--- src/rtl/clock_divider_bank_pkg.sv ---
// Shared constants for the divider bank: default widths and production divisors for a 100 MHz reference.
package clock_divider_bank_pkg;

    localparam int unsigned CNT_W_DEF  = 23;
    localparam int unsigned REF_CLK_HZ = 100_000_000;

    // Divisor giving a 50%-duty output of out_hz: period is 2*(div+1) reference cycles.
    function automatic int unsigned div_for_hz(input int unsigned out_hz);
        return (REF_CLK_HZ / (2 * out_hz)) - 1;
    endfunction

    localparam logic [CNT_W_DEF-1:0] DEFAULT_DIV_DEF = 23'd4999999;
    localparam logic [CNT_W_DEF-1:0] DIV_10HZ        = CNT_W_DEF'(div_for_hz(10));
    localparam logic [CNT_W_DEF-1:0] DIV_1KHZ        = CNT_W_DEF'(div_for_hz(1000));

endpackage

--- src/rtl/clock_divider_bank_channel.sv ---
// One divider channel: counter, active/shadow divisor, 50%-duty clock and wrap tick.
module clock_divider_bank_channel #(
    parameter int unsigned       CNT_W       = 23,
    parameter logic [CNT_W-1:0]  DEFAULT_DIV = '0
) (
    input  logic             clkIn,
    input  logic             rst,
    input  logic             en,
    input  logic             resync,
    input  logic             load,
    input  logic [CNT_W-1:0] ld_div,
    output logic             clk_out,
    output logic             tick,
    output logic             pending
);

    logic [CNT_W-1:0] cnt_q, cnt_d;
    logic [CNT_W-1:0] div_active_q, div_active_d;
    logic [CNT_W-1:0] div_shadow_q, div_shadow_d;
    logic             pending_q, pending_d;
    logic             clk_q, clk_d;
    logic             tick_q, tick_d;

    // Wrap samples pending_q, so a load landing on the wrap edge waits for the next wrap.
    always_comb begin
        cnt_d        = cnt_q;
        div_active_d = div_active_q;
        div_shadow_d = div_shadow_q;
        pending_d    = pending_q;
        clk_d        = clk_q;
        tick_d       = 1'b0;

        if (resync) begin
            cnt_d        = '0;
            clk_d        = 1'b0;
            div_active_d = div_shadow_q;
            pending_d    = 1'b0;
        end else if (en) begin
            if (cnt_q == div_active_q) begin
                cnt_d  = '0;
                clk_d  = ~clk_q;
                tick_d = 1'b1;
                if (pending_q) begin
                    div_active_d = div_shadow_q;
                    pending_d    = 1'b0;
                end
            end else begin
                cnt_d = cnt_q + CNT_W'(1);
            end
        end

        if (load) begin
            div_shadow_d = ld_div;
            pending_d    = 1'b1;
        end
    end

    always_ff @(posedge clkIn) begin
        if (rst) begin
            cnt_q        <= '0;
            div_active_q <= DEFAULT_DIV;
            div_shadow_q <= DEFAULT_DIV;
            pending_q    <= 1'b0;
            clk_q        <= 1'b0;
            tick_q       <= 1'b0;
        end else begin
            cnt_q        <= cnt_d;
            div_active_q <= div_active_d;
            div_shadow_q <= div_shadow_d;
            pending_q    <= pending_d;
            clk_q        <= clk_d;
            tick_q       <= tick_d;
        end
    end

    assign clk_out = clk_q;
    assign tick    = tick_q;
    assign pending = pending_q;

endmodule

--- src/rtl/clock_divider_bank.sv ---
// Multi-channel programmable clock divider with runtime divisor loads applied at each channel's wrap.
module clock_divider_bank
    import clock_divider_bank_pkg::*;
#(
    parameter int unsigned      CHANNELS    = 4,
    parameter int unsigned      CNT_W       = CNT_W_DEF,
    parameter logic [CNT_W-1:0] DEFAULT_DIV = CNT_W'(DEFAULT_DIV_DEF),
    parameter int unsigned      CH_W        = 2
) (
    input  logic                clkIn,
    input  logic                rst,
    input  logic                en,
    input  logic                resync,
    input  logic                ld_valid,
    input  logic [CH_W-1:0]     ld_chan,
    input  logic [CNT_W-1:0]    ld_div,
    output logic                ld_ready,
    output logic [CHANNELS-1:0] clkOut,
    output logic [CHANNELS-1:0] tick
);

    localparam int unsigned SLOTS = 1 << CH_W;

    if (SLOTS < CHANNELS) begin : g_bad_ch_w
        $error("CH_W too narrow for CHANNELS");
    end

    logic [CHANNELS-1:0] pending;
    logic [CHANNELS-1:0] ld_stb;
    logic [SLOTS-1:0]    busy;

    // Unpopulated channel slots read as busy so out-of-range loads are never accepted.
    for (genvar g = 0; g < SLOTS; g++) begin : g_busy
        if (g < CHANNELS) begin : g_live
            assign busy[g] = pending[g];
        end else begin : g_empty
            assign busy[g] = 1'b1;
        end
    end

    assign ld_ready = ~busy[ld_chan];

    for (genvar g = 0; g < CHANNELS; g++) begin : g_chan
        assign ld_stb[g] = ld_valid && ld_ready && (ld_chan == CH_W'(g));

        clock_divider_bank_channel #(
            .CNT_W       (CNT_W),
            .DEFAULT_DIV (DEFAULT_DIV)
        ) u_chan (
            .clkIn   (clkIn),
            .rst     (rst),
            .en      (en),
            .resync  (resync),
            .load    (ld_stb[g]),
            .ld_div  (ld_div),
            .clk_out (clkOut[g]),
            .tick    (tick[g]),
            .pending (pending[g])
        );
    end

endmodule

--- config.mk ---
export PLATFORM = sky130hd
export DESIGN_NAME = clock_divider_bank
export DESIGN_NICKNAME = d
export VERILOG_FILES = /design/src/rtl/clock_divider_bank_pkg.sv /design/src/rtl/clock_divider_bank_channel.sv /design/src/rtl/clock_divider_bank.sv
export SDC_FILE = /design/constraint.sdc
export NUM_CORES = 1
export LEC_CHECK = 0
export BUFFER_PORTS_ARGS = -buffer_cell sky130_fd_sc_hd__buf_4
export CORE_MARGIN = 10
export CORE_UTILIZATION = 49
export CTS_CLUSTER_SIZE = 8
export DETAILED_ROUTE_END_ITERATION = 6
export HOLD_SLACK_MARGIN = 0.03
export PLACE_DENSITY = 0.7
export SYNTH_ARGS = -nofsm -noshare
export SYNTH_HDL_FRONTEND = slang
export SYNTH_SLANG_ARGS = --single-unit
--- constraint.sdc ---
create_clock -name clkIn -period 2.3 [get_ports clkIn]
set_input_delay 0.69 -clock clkIn [delete_from_list [all_inputs] [get_ports clkIn]]
set_output_delay 0.69 -clock clkIn [all_outputs]
set_load 0.03 [all_outputs]
# [Word level (Yosys, flattened, before mapping)]
# Cells that the tools add are included.
[classes] addsub=4 magnitude_cmp=1 n_eq_ne=7 n_mux=42 bitwise=6 n_reduce_logical=37
[op_table] cell="2-to-1 mux 23 bit" n=20
[op_table] cell="adder 23 x 1 -> 23 bit (second input constant)" n=4
[op_table] cell="equality test 23 bit" n=4
[op_table] cell="nonzero test 3 bit" n=8
[op_table] cell="2-to-1 mux 1 bit" n=21
[op_table] cell="nonzero test 2 bit" n=9
[op_table] cell="AND reduction 2 bit" n=8
[op_table] cell="AND reduction 3 bit" n=4
[op_table] cell="NOT 1 bit" n=6
[op_table] cell="logical AND 1 bit" n=5
[op_table] cell="equality test 2 bit (second input constant)" n=2
[op_table] cell="< comparator 2 x 3 -> 1 bit (second input constant)" n=1
[op_table] cell="OR reduction 3 bit" n=1
[op_table] cell="binary-select mux 1 bit (select 2 bit)" n=1
[op_table] cell="equality test 2 x 1 -> 1 bit (second input constant)" n=1
[op_table] cell="zero test 2 bit" n=1
[op_table] cell="OR reduction 2 bit" n=1
[word_totals] regBits=288 inputBits=30 out_inout_bits=9 elab_cells=121

# [Depth between registers and ports, before layout]
# Gate-level depths: netlist of run 1.
[depth] word_depth=7 ltp_mapped=9 depth_no_buf=5

# [Cells and area by module]
# From an unflattened synthesis of run 1, not the netlist that was laid out.
[unflattened] hier_cells=1359 hier_area_um2=12715.9
[modules_own_cells] mod="clock_divider_bank_channel" n_inst=4 cells_each=338 area_each_um2=3163.0 seq_area_each_um2=1441.4
[modules_own_cells] mod="clock_divider_bank" n_inst=1 cells_each=7 area_each_um2=63.8 seq_area_each_um2=0.0

# [Least setup slack after synthesis of run 1]
# No wires, ideal clock.
[synth_path] path_kind="input -> output" from="input port ld_chan[1]" to="output port ld_ready" t_arrival_ns=1.650 required_time_ns=1.610 setup_slack_ns=-0.040 stages=3 path_buffers=1 cell_sequence="clkbuf_1 o21ai_0 o21ai_0"
[synth_via] elab_chain_len=3
[synth_rtl] element="start: declaration" line_no="clock_divider_bank.sv:15" rtl="input logic [CH_W-1:0] ld_chan,"
[synth_rtl] element="binary-select mux 1 bit (select 2 bit)" line_no="clock_divider_bank.sv:41" rtl="assign ld_ready = ~busy[ld_chan];"
[synth_rtl] element="2-to-1 mux 1 bit (implied by the code)" line_no="clock_divider_bank.sv:41"
[synth_rtl] element="NOT 1 bit" line_no="clock_divider_bank.sv:41"
[synth_rtl] element="end: declaration" line_no="clock_divider_bank.sv:17" rtl="output logic ld_ready,"
# Every way passes these cells. The select of a mux whose other input is x is not followed.

# [Worst setup path in the final report of run 1]
[layout_path] from="register g_chan[0].u_chan.pending_q" to="output port ld_ready"
[layout_via] elab_chain_len=3
[layout_rtl] element="start: declaration" line_no="clock_divider_bank_channel.sv:20" rtl="logic pending_q, pending_d;"
[layout_rtl] element="start signal: assignment" line_no="clock_divider_bank_channel.sv:70" rtl="pending_q <= pending_d;"
[layout_rtl] element="binary-select mux 1 bit (select 2 bit)" line_no="clock_divider_bank.sv:41"
[layout_rtl] element="2-to-1 mux 1 bit (implied by the code)" line_no="clock_divider_bank.sv:41"
[layout_rtl] element="NOT 1 bit" line_no="clock_divider_bank.sv:41"
# Every way passes these cells. The select of a mux whose other input is x is not followed.

==> key figures, run 1 <==
Logic synthesis
  • Avg Cell Area, Syn: 8.72 um^2
  • Mapped Cells: 1450
  • Post-synth EDFFs: 0
  • Post-synth ARST share: 0%
  • Post-Syn Nets: 1484
  • Warnings, synthesis: 0
  • Synth cell types: 33
  • Register area share after synthesis: 45.6%
  • Mapped cell area: 12600 um^2
  • Ys flop type: dfxtp_1
  • Post-synthesis register bit count: 288

Routing
  • WL/cell: 16.1 um
  • Via/cell ratio: 5.21
  • Via count: 9432
  • Starting DRT DRC Count: 782
  • Total wire length: 29100 um
  • DRC: 0
  • First-pass DRT Iterations: 5
  • ANT nets after route: 0

Global routing
  • Vias in the first global route: 9243
  • First-pass GRT wire length: 48100 um
  • Initial antenna violation count: 0
  • GR Overflow Total: 0
  • Largest net degree at the start of global routing: 241
  • Total GRT Usage: 17.6%

Worst hold path
  • Worst Hold Depth: 2
  • Worst hold path class: reg -> reg

Placement
  • Area after DPL: 13300 um^2
  • Place WS: 0.0572 ns
  • Inst Count DP: 1768
  • I/O Buffers: 38
  • Detailed placement HPWL: 19400 um
  • RD Place Congestion: 0.867

Timing
  • Rel. slew slack: 41.3%
  • Final Hold Fails: 0
  • RSZ-0062 raised after global routing: false
  • Setup TNS: 0 ns
  • Setup ws final: 0.120 ns
  • Max-slew violation count: 0
  • Fin Clk Skew: 0.00886 ns
  • Fmax: 0.459 GHz
  • Setup-failing EPs final: 0
  • Final Cycle Share: 94.8%
  • Worst Tran Pin Value: 0.881 ns
  • Post-layout minimum cycle time: 2.18 ns

Floorplanning
  • Top Ports: 39
  • Number of core rows: 58
  • Die Wd: 181 um
  • Initial Util: 50.1%
  • Die Y: 181 um
  • Area of the die: 32600 um^2
  • Core area: 25300 um^2

Clock network
  • CTS HTree Levels: 2
  • CTS Buf Count: 41
  • Post-cts resize count: 0
  • CTS Root Buffer Type: clkbuf_16
  • CTS clock-pin slew for the worst setup and hold paths: 0.05 ns
  • CTS Buffer Depth: 3
  • Post-CTS Hold Buffers: 0
  • Clock sink count: 288
  • Postcts setup bufs: 0
  • Clock Latency Late Sink: 0.51 ns
  • CTS tree: built

Pwr
  • Peak supply drop: 0.000567 V
  • Power density cells: 761 nW/um^2
  • P_leak: 5.48 nW

Worst setup path
  • Worst setup path class: reg -> out
  • R2R depth: 6
  • Crit path DAT: 1.49 ns
  • CP Capture Type: primary output
  • CP Launch Type: register
  • CP Max Fanout: 2
  • WP data required: 1.61 ns

Layout
  • Post-layout net count: 1515
  • Antenna cells: 0
  • Share of cells above drive strength 1: 8.59%
  • Final Cell Area: 14300 um^2
  • Area delta synth->final: 13.5%
  • Final instance count without filler cells: 1809

Outcome
  • Status: completed

Job
  • MaxCap Viol Count: 0
==> where the power goes <==
part	internal [mW]	switching (mW)
Sequential	5.12	0.0703
Combinational	0.269	0.367
Clock	3.10	1.99
Total	8.49	2.42
==> worst max-delay path: stages, from the launching register on <==
cell,delay [ns]
dfxtp_1,0.30
inv_1,0.12
o21ai_0,0.14
o21ai_1,0.22
buf_4,0.20
==> synth_stat cells (11+ instances only) <==
library cell,number,area (um^2)
nand2_1,214,803
mux2i_1,96,961
nor3_1,21,105
and4_1,14,123
inv_1,14,52.6
nand4_1,38,238
a21oi_1,53,265
and3_1,17,106
xnor2_1,107,937
xor2_1,67,587
nand3_1,25,125
nor4_1,11,68.8
dfxtp_1,288,5770
nand3b_1,53,398
nand2b_1,81,507
nor2_1,205,769
o21ai_0,12,60.1
clkbuf_1,68,255
==> path summary, 6_finish.rpt <==
path                                           from                                 to  slack, ns
hold reg to reg   g_chan[3].u_chan.div_shadow_q[16]  g_chan[3].u_chan.div_shadow_q[16]       0.45
setup / recovery           g_chan[0].u_chan.pending                           ld_ready       0.12
setup reg to reg          g_chan[0].u_chan.cnt_q[6]   g_chan[0].u_chan.div_active_q[9]       0.17
hold / removal    g_chan[3].u_chan.div_shadow_q[16]  g_chan[3].u_chan.div_shadow_q[16]       0.45
==> placed cells by master, fill, tap and decap left out, types with 2 or more instances in the layout <==
cell type / netlist / routed
clkbuf_16: 0 / 41
nor2_1: 205 / 205
and3_1: 17 / 17
nand3b_1: 53 / 53
or3_1: 10 / 10
nor3_1: 21 / 20
a21oi_1: 53 / 53
buf_12: 0 / 8
nand2b_1: 81 / 81
or4_1: 4 / 4
nand4_1: 38 / 38
nand2_1: 214 / 214
xor2_1: 67 / 67
xnor2_1: 107 / 107
mux2i_1: 96 / 96
o21ai_1: 4 / 5
nand3_1: 25 / 25
and4_1: 14 / 14
buf_4: 8 / 73
and2_1: 2 / 2
ha_1: 4 / 4
o31a_1: 4 / 4
o21ai_0: 12 / 11
nor3b_1: 3 / 2
inv_1: 14 / 14
o211ai_1: 4 / 4
nor4_1: 11 / 11
dfxtp_1: 288 / 288
nor2b_1: 3 / 3
==> per-layer routing <==
layer	vias to the layer above	track usage, %	share of wire, %
li1	4792	-	-
met1	4451	23.5	48
met2	150	28.3	46
met3	39	2.73	4.0
met4	0	5.51	1.9
met5	-	0	0
==> through the flow <==
| step | hold slack (ns) | power (mW) | util, % |
|---|---|---|---|
| floorplan | 0.437 | 5.69 | - |
| global placement | 0.443 | 5.91 | 52.7 |
| detailed placement | 0.449 | 5.92 | 52.7 |
| CTS | 0.455 | 11.0 | 56.8 |
| global route | 0.474 | 11.3 | 56.8 |
| finish | 0.452 | 10.9 | 56.8 |
==> sequential cells by signal (all words and copies together) (netlist names) <==
name / flops
g_chan.u_chan.div_shadow_q: 92
g_chan.u_chan.clk_out: 4
g_chan.u_chan.cnt_q: 92
g_chan.u_chan.pending: 4
g_chan.u_chan.tick: 4
g_chan.u_chan.div_active_q: 92
==> cells by family after synthesis <==
kind of cell | synth area share (%)
AND/OR/NAND/NOR | 26.9
flip-flops | 45.6
XOR/XNOR | 12.2
buffers and inverters | 4.11
multiplexers | 7.60
AO/OA/AOI/OAI | 3.25
adder cells (fa/ha/maj) | 0.396
==> area by class of cell <==
cell class | instances | area (um^2)
Multi-Input combinational cell | 1054 | 6370
Timing Repair Buffer | 82 | 719
Tap cell | 330 | 413
Inverter | 14 | 52.6
Clock buffer | 41 | 1030
Fill cell | 2287 | 10900
Sequential cell | 288 | 5770
Power figures use the tool's default switching activity.
==> inputs of run 2 (changes only) <==
BUFFER_PORTS_ARGS = unset   (was -buffer_cell sky130_fd_sc_hd__buf_4)
DONT_BUFFER_PORTS = 1   (was unset)
PLACE_DENSITY = 0.68   (was 0.7)
==> run 2 against run 1 <==
Against the previous run:
- count of clock-buffer cells in the layout is the same
- cell count shrank 2.8%
- core utilization shrank 1.7 points
- critical path type unchanged
- flip-flop and latch count is the same
- largest power group unchanged
- clock skew grew 0.0012 ns
- hold slack lost 0.15 ns
- global-route usage shrank 0.76 points
- die area is the same
- critical path depth is the same
- sequential power is essentially flat
- worst setup slack lost 0.040 ns
==> key figures, run 2 (same netlist as run 1, synthesis figures left out) <==
Timing
  • Setup TNS: 0 ns (unchanged)
  • Rel. slew slack: 63.2% (was 41.3%)
  • Setup-failing EPs final: 0 (unchanged)
  • Final Hold Fails: 0 (unchanged)
  • Worst Tran Pin Value: 0.553 ns (was 0.881 ns)
  • Max-slew violation count: 0 (unchanged)
  • Final Cycle Share: 96.5% (was 94.8%)
  • Fin Clk Skew: 0.0101 ns (was 0.00886 ns)
  • Post-layout minimum cycle time: 2.22 ns (was 2.18 ns)
  • RSZ-0062 raised after global routing: false (unchanged)
  • Fmax: 0.451 GHz (was 0.459 GHz)

Placement
  • I/O Buffers: 0 (was 38)
  • Inst Count DP: 1717 (was 1768)
  • RD Place Congestion: 0.826 (was 0.867)
  • Area after DPL: 12900 um^2 (was 13300 um^2)
  • Detailed placement HPWL: 18900 um (was 19400 um)

Floorplanning
  • Top Ports: 39 (unchanged)
  • Die Y: 181 um (unchanged)
  • Die Wd: 181 um (unchanged)
  • Core area: 25300 um^2 (unchanged)
  • Initial Util: 50.1% (unchanged)
  • Number of core rows: 58 (unchanged)
  • Area of the die: 32600 um^2 (unchanged)

Clock network
  • Postcts setup bufs: 0 (unchanged)
  • CTS Buf Count: 41 (unchanged)
  • CTS HTree Levels: 2 (unchanged)
  • Clock sink count: 288 (unchanged)
  • CTS clock-pin slew for the worst setup and hold paths: 0.05 ns (about the same)
  • Clock Latency Late Sink: 0.51 ns (about the same)
  • CTS Buffer Depth: 3 (unchanged)
  • CTS Root Buffer Type: clkbuf_16 (unchanged)
  • CTS tree: built (unchanged)

Worst setup path
  • Crit path from: g_chan[0].u_chan.pending (unchanged)
  • Reg2reg end: g_chan[2].u_chan.div_active_q[18] (was g_chan[0].u_chan.div_active_q[9])
  • R2r startpoint: g_chan[2].u_chan.cnt_q[4] (was g_chan[0].u_chan.cnt_q[6])
  • Crit path largest cell delay: 0.35 ns (was 0.30 ns)
  • Slowest-stage cell, CP: dfxtp_2 (was dfxtp_1)
  • WP data required: 1.61 ns (about the same)
  • Worst-path cell chain: inv_1 -> o21ai_0 -> o21ai_1 -> buf_4 (unchanged)
  • R2R depth: 6 (unchanged)
  • CP Capture Type: primary output (unchanged)
  • Worst setup path class: reg -> out (unchanged)
  • Crit path DAT: 1.53 ns (was 1.49 ns)
  • Worst R2R Setup Slack: 0.19 ns (was 0.17 ns)
  • CP Max Fanout: 4 (was 2)
  • CP Launch Type: register (unchanged)

Global routing
  • Vias in the first global route: 8642 (was 9243)
  • GR Overflow Total: 0 (unchanged)
  • Initial antenna violation count: 0 (unchanged)
  • First-pass GRT wire length: 45800 um (was 48100 um)
  • Largest net degree at the start of global routing: 283 (was 241)
  • Total GRT Usage: 16.8% (was 17.6%)

Layout
  • Post-layout net count: 1464 (was 1515)
  • Most common cell after layout, fill and taps aside: dfxtp_1 (unchanged)
  • Final core utilization: 55.1% (was 56.8%)
  • Top flop regs: g_chan.u_chan.cnt_q (92), g_chan.u_chan.div_active_q (92), g_chan.u_chan.div_shadow_q (92) (unchanged)
  • Final Cell Area: 13900 um^2 (was 14300 um^2)
  • Most frequent cells in the layout: 287 x dfxtp_1, 214 x nand2_1, 205 x nor2_1 (was 288 x dfxtp_1, 214 x nand2_1, 205 x nor2_1)
  • Final instance count without filler cells: 1758 (was 1809)
  • Area delta synth->final: 10.1% (was 13.5%)
  • Antenna cells: 0 (unchanged)
  • Share of cells above drive strength 1: 5.39% (was 8.59%)

Worst hold path
  • Worst Hold Depth: 1 (was 2)
  • Worst hold path class: in -> reg (was reg -> reg)
  • HP Start: rst (was g_chan[3].u_chan.div_shadow_q[16])
  • WHS Endpoint: g_chan[2].u_chan.div_shadow_q[20] (was g_chan[3].u_chan.div_shadow_q[16])

Routing
  • Starting DRT DRC Count: 862 (was 782)
  • ANT nets after route: 0 (unchanged)
  • Via count: 9192 (was 9432)
  • DRC: 0 (unchanged)
  • WL/cell: 16.1 um (about the same)
  • Via/cell ratio: 5.23 (was 5.21)
  • Total wire length: 28400 um (was 29100 um)
  • First-pass DRT Iterations: 5 (unchanged)

Pwr
  • P_leak: 5.22 nW (was 5.48 nW)
  • Peak supply drop: 0.000512 V (was 0.000567 V)
  • Power density cells: 768 nW/um^2 (was 761 nW/um^2)

Outcome
  • Status: completed (unchanged)

Job
  • MaxCap Viol Count: 0 (unchanged)
-- run 2: changes by cell type in the layout (fill, tap and decap cells not counted), sizes merged --
cell  delta
buf     -51
-- run 2: final cells by class --
type	instances	area, um^2
Tap cell	330	413
Sequential cell	288	5770
Fill cell	2317	11300
Multi-Input combinational cell	1054	6370
Inverter	14	52.6
Timing Repair Buffer	31	295
Clock buffer	41	1030
-- run 2: worst max-delay path by stage --
| stage | endpoint | slack (ns) | cells past startpoint |
|---|---|---|---|
| finish | ld_ready | 0.08 | 4 |
| global route | ld_ready | 0.04 | 4 |
| CTS | ld_ready | 0.06 | 4 |
| detailed placement | g_chan[2].u_chan.div_active_q[18] | 0.20 | 6 |
| global placement | g_chan[0].u_chan.div_active_q[9] | 0.26 | 6 |
| floorplan | g_chan[1].u_chan.div_active_q[11] | 0.002 | 8 |
-- run 2: critical path: cells and delay by family (launching register included) --
family	cells	cell delay [ns]
AOI/OAI and AO/OA	2	0.35
buffers and inverters	2	0.32
DFF	1	0.35
-- run 2: per-layer routing --
metal / global-route usage, % / wire length, um / up-vias / part of all wire [%]
met5: 0 / 0 / - / 0
met4: 6.63 / 759 / 0 / 2.7
met3: 3.51 / 1520 / 38 / 5.3
met2: 24.9 / 12200 / 168 / 43
met1: 23.3 / 13800 / 4286 / 49
li1: - / - / 4700 / -
-- run 2: timing repair --
item                                    in CTS  in global routing
endpoints found under the setup margin       1                  0
hold buffers                                 0                  0
gates resized for setup                      1                  0
-- run 2: where the power goes --
group          switching [mW]  total, mW  internal (mW)  leakage [nW]
Combinational           0.222      0.438          0.217          2.38
Clock                    1.96       5.07           3.10         0.505
Sequential             0.0730       5.19           5.12          2.34
-- run 2: through the flow --
| step | hold slack [ns] | setup WS, ns | power (mW) |
|---|---|---|---|
| 2_1_floorplan | 0.437 | 0.00205 | 5.69 |
| 3_3_place_gp | 0.442 | 0.260 | 5.71 |
| 3_5_place_dp | 0.445 | 0.196 | 5.72 |
| 4_1_cts | 0.273 | 0.0567 | 10.8 |
| 5_1_grt | 0.284 | 0.0377 | 11.1 |
| 6_report | 0.300 | 0.0803 | 10.7 |
==> inputs of run 3 (changes only) <==
--- a/config.mk
+++ b/config.mk
@@ -13,5 +13,7 @@
 export HOLD_SLACK_MARGIN = 0.03
 export PLACE_DENSITY = 0.68
+export SETUP_SLACK_MARGIN = 0.4
 export SYNTH_ARGS = -nofsm -noshare
 export SYNTH_HDL_FRONTEND = slang
+export SYNTH_HIERARCHICAL = 1
 export SYNTH_SLANG_ARGS = --single-unit
==> constraint.sdc (replaced) <==
create_clock -name clkIn -period 2.3 [get_ports clkIn]
set_input_delay 0.345 -clock clkIn [delete_from_list [all_inputs] [get_ports clkIn]]
set_output_delay 0.345 -clock clkIn [all_outputs]
set_load 0.03 [all_outputs]
==> run 3 against run 2 <==
Against the previous run:
- wire length is 15% higher
- die area is 0.52% higher
- cell count is 1.1% lower
- sequential share of layout area is 2.8 points lower
- critical path depth up 2
- final area up 8.8%
- sequential power is essentially flat
- the flow now finishes with violations (hold timing)
==> key figures, run 3 <==
Logic synthesis
  • Mapped Cells: 1359 (was 1450)
  • Top-area cell type share of the netlist area: 45.3% (was 45.6%)
  • Top-count cell post-synth: dfxtp_1 (unchanged)
  • Avg Cell Area, Syn: 9.36 um^2 (was 8.72 um^2)
  • Post-synth ARST share: 0% (unchanged)
  • Ys flop type: dfxtp_1 (unchanged)
  • Warnings, synthesis: 6 (was 0)
  • Post-Syn Nets: 1393 (was 1484)
  • Largest area contributor in the netlist: dfxtp_1 (unchanged)
  • Post-synthesis register bit count: 288 (unchanged)
  • Post-synth EDFFs: 0 (unchanged)
  • Register area share after synthesis: 45.3% (was 45.6%)
  • Mapped cell area: 12700 um^2 (was 12600 um^2)
  • Post-synth top cells: 288 x dfxtp_1, 268 x nor2_1, 148 x xnor2_1 (was 288 x dfxtp_1, 214 x nand2_1, 205 x nor2_1)
  • Top cells by area, synth: dfxtp_1 45%, mux2i_1 11%, xnor2_1 10% (was dfxtp_1 46%, mux2i_1 7.6%, xnor2_1 7.4%)
  • Synth cell types: 33 (unchanged)

Floorplanning
  • Core area: 25300 um^2 (about the same)
  • Number of core rows: 58 (unchanged)
  • Top Ports: 39 (unchanged)
  • Die Y: 181 um (about the same)
  • Initial Util: 50.2% (was 50.1%)
  • Die Wd: 181 um (about the same)
  • Area of the die: 32800 um^2 (was 32600 um^2)

Layout
  • Area occupied by multi-input gates: 6910 um^2 (was 6370 um^2)
  • Area delta synth->final: 19.1% (was 10.1%)
  • Top flop regs: g_chan.u_chan/cnt_q (92), g_chan.u_chan/div_active_q (92), g_chan.u_chan/div_shadow_q (92) (was g_chan.u_chan.cnt_q (92), g_chan.u_chan.div_active_q (92), g_chan.u_chan.div_shadow_q (92))
  • Share of cells above drive strength 1: 13.6% (was 5.39%)
  • Layout fillers: 2151 (was 2317)
  • Most common cell after layout, fill and taps aside: nor2_1 (was dfxtp_1)
  • Post-layout net count: 1440 (was 1464)
  • FF+latch area: 5840 um^2 (was 5770 um^2)
  • Most frequent cells in the layout: 262 x nor2_1, 242 x dfxtp_1, 136 x mux2i_1 (was 287 x dfxtp_1, 214 x nand2_1, 205 x nor2_1)

Routing
  • DRC: 0 (unchanged)
  • Starting DRT DRC Count: 692 (was 862)
  • Via/cell ratio: 5.44 (was 5.23)
  • WL/cell: 18.7 um (was 16.1 um)
  • ANT nets after route: 0 (unchanged)
  • Total wire length: 32500 um (was 28400 um)
  • Via count: 9455 (was 9192)
  • First-pass DRT Iterations: 5 (unchanged)

Timing
  • Tightest hold margin: -0.0119 ns (was 0.300 ns)
  • Fmax: 0.518 GHz (was 0.451 GHz)
  • Max-slew violation count: 0 (unchanged)
  • Worst Tran Pin Value: 1.04 ns (was 0.553 ns)
  • Final Hold Fails: 3 (was 0)
  • Rel. slew slack: 30.6% (was 63.2%)
  • Fin Clk Skew: 0.0135 ns (was 0.0101 ns)
  • Post-layout minimum cycle time: 1.93 ns (was 2.22 ns)
  • Final Cycle Share: 83.9% (was 96.5%)
  • RSZ-0062 raised after global routing: true (was false)
  • Setup TNS: 0 ns (unchanged)
  • Setup-failing EPs final: 0 (unchanged)

Clock network
  • CTS clock-pin slew for the worst setup and hold paths: 0.05 ns (about the same)
  • CTS Buf Count: 41 (unchanged)
  • CTS HTree Levels: 2 (unchanged)
  • Clock Latency Late Sink: 0.52 ns (was 0.51 ns)
  • CTS Buffer Depth: 3 (unchanged)
  • CTS tree: built (unchanged)
  • CTS Root Buffer Type: clkbuf_16 (unchanged)
  • Clock sink count: 288 (unchanged)

Global routing
  • Initial antenna violation count: 2 (was 0)
  • Met3 Usage GRT: 3.70% (was 3.51%)
  • Top Usage Layer GRT: met2 (unchanged)
  • Vias in the first global route: 8851 (was 8642)
  • Total GRT Usage: 17.7% (was 16.8%)
  • Largest net degree at the start of global routing: 285 (was 283)
  • GR met1 Demand/Resource: 22.7% (was 23.3%)
  • Met2 usage: 29.2% (was 24.9%)
  • GR Overflow Total: 0 (unchanged)
  • First-pass GRT wire length: 47500 um (was 45800 um)

Worst setup path
  • Worst R2R Setup Slack: 0.37 ns (was 0.19 ns)
  • CP Max Fanout: 11 (was 4)
  • Crit path DAT: 2.33 ns (was 1.53 ns)
  • Worst-path cell chain: xnor2_1 -> nand4_1 -> or4_4 -> o21ai_4 -> clkbuf_16 -> nor2_1 (was inv_1 -> o21ai_0 -> o21ai_1 -> buf_4)
  • Slowest-stage cell, CP: or4_4 (was dfxtp_2)
  • Worst setup path class: reg -> reg (was reg -> out)
  • Crit path largest cell delay: 0.60 ns (was 0.35 ns)
  • CP Capture Type: register (was primary output)
  • CP Launch Type: register (unchanged)
  • WP data required: 2.70 ns (was 1.61 ns)

Pwr
  • P_leak: 5.27 nW (was 5.22 nW)
  • Clock power frac: 47.0% (was 47.4%)
  • Peak supply drop: 0.000831 V (was 0.000512 V)
  • Sequential share of power: 46.9% (was 48.5%)
  • Power density cells: 729 nW/um^2 (was 768 nW/um^2)
  • Gate power share: 6.0% (was 4.1%)
  • Psw: 2.47 mW (was 2.26 mW)
  • Switching share of power: 22.4% (was 21.1%)
  • Final Power: 11.0 mW (was 10.7 mW)
  • Internal Power: 8.57 mW (was 8.44 mW)

Outcome
  • Status: complete, but fails checks (was completed)
  • Failing checks: hold timing

Placement
  • I/O Buffers: 0 (unchanged)
  • Detailed placement HPWL: 18400 um (was 18900 um)
  • RD Place Congestion: 0.843 (was 0.826)

Worst hold path
  • Worst hold path class: in -> reg (unchanged)

Job
  • MaxCap Viol Count: 0 (unchanged)
[run 3: cell types whose count changed in the layout (fill, tap and decap cells not counted), moves of 40 or more]
cell      before  now
nand2_1      214   33
nor2_1       205  262
nand3b_1      53    0
nor2b_1        3   56
a211o_1        0   52
a21oi_1       53    4
dfxtp_1      287  242
mux2i_1       96  136
[run 3: metrics by stage]
| step | hold slack, ns | std cells | instance area [um^2] | setup slack, ns | utilization (%) |
|---|---|---|---|---|---|
| floorplan | 0.448 | 1359 | 12700 | 0.416 | - |
| global placement | 0.457 | 1635 | 13000 | 0.143 | 51.4 |
| detailed placement | 0.460 | 1635 | 13000 | 0.123 | 51.4 |
| CTS | -0.0719 | 1711 | 14600 | 0.396 | 57.5 |
| global route | 0.0265 | 1738 | 15100 | 0.332 | 59.8 |
| finish | -0.0119 | 1739 | 15100 | 0.371 | 59.8 |
[run 3: cell families (layout without fill, tap and decap cells)]
family          Yosys count  after routing  synth area share [%]
simple gates            585            585                  23.0
mux                     137            137                  10.9
fa+ha+maj                 4              4                 0.394
compound gates           76             80                  4.96
xor+xnor                180            180                  12.4
buf+inv                  89            133                  3.06
flops                   288            288                  45.3
other cells               0              2                     0
[run 3: critical path: cells and delay by family, from the launching register on]
| family | cells | cell delay, ns |
|---|---|---|
| XOR/XNOR | 1 | 0.22 |
| AO/OA/AOI/OAI | 1 | 0.23 |
| flip-flops | 1 | 0.34 |
| AND/OR/NAND/NOR | 3 | 0.81 |
| buffers and inverters | 1 | 0.21 |
[run 3: power groups by stage]
stage	sequential, mW	combinational (mW)	clock (mW)
finish	5.18	0.668	5.19
detailed placement	5.29	0.437	0
CTS	5.18	0.547	5.29
global placement	5.28	0.430	0
global route	5.19	0.712	5.52
floorplan	5.26	0.438	0
[run 3: what timing repair did]
item / CTS / global route
hold buffers: 17 / 13
endpoints found under the setup margin: 146 / 151
endpoints found under the hold margin: 105 / 71
pin swaps: 8 / 25
gates cloned: 4 / 4
setup buffers: 11 / 9
resized for setup: 30 / 79
[run 3: worst paths after layout]
path / start / end / cells after the start
worst max-delay path: g_chan[3].u_chan/cnt_q[19] / g_chan[3].u_chan/cnt_q[19] / 6
worst min-delay path: ld_div[15] / g_chan[3].u_chan/div_shadow_q[15] / 2
worst min register to register: g_chan[3].u_chan/div_shadow_q[6] / g_chan[3].u_chan/div_active_q[6] / 2
worst max register to register: g_chan[3].u_chan/cnt_q[19] / g_chan[3].u_chan/cnt_q[19] / 6
[run 3: layout make-up]
class	instances	area share, %
Multi-Input combinational cell	986	45.6
Clock buffer	41	6.77
Tap cell	330	2.73
Clock inverter	3	0.273
Timing Repair Buffer	76	5.63
Sequential cell	288	38.6
Inverter	13	0.347
Antenna cell	2	0.0330
[run 3: routing by layer]
| layer | routed length, um | part of all wire, % |
|---|---|---|
| met5 | 0 | 0 |
| met2 | 15400 | 47 |
| met4 | 837 | 2.6 |
| met1 | 14700 | 45 |
| met3 | 1570 | 4.8 |
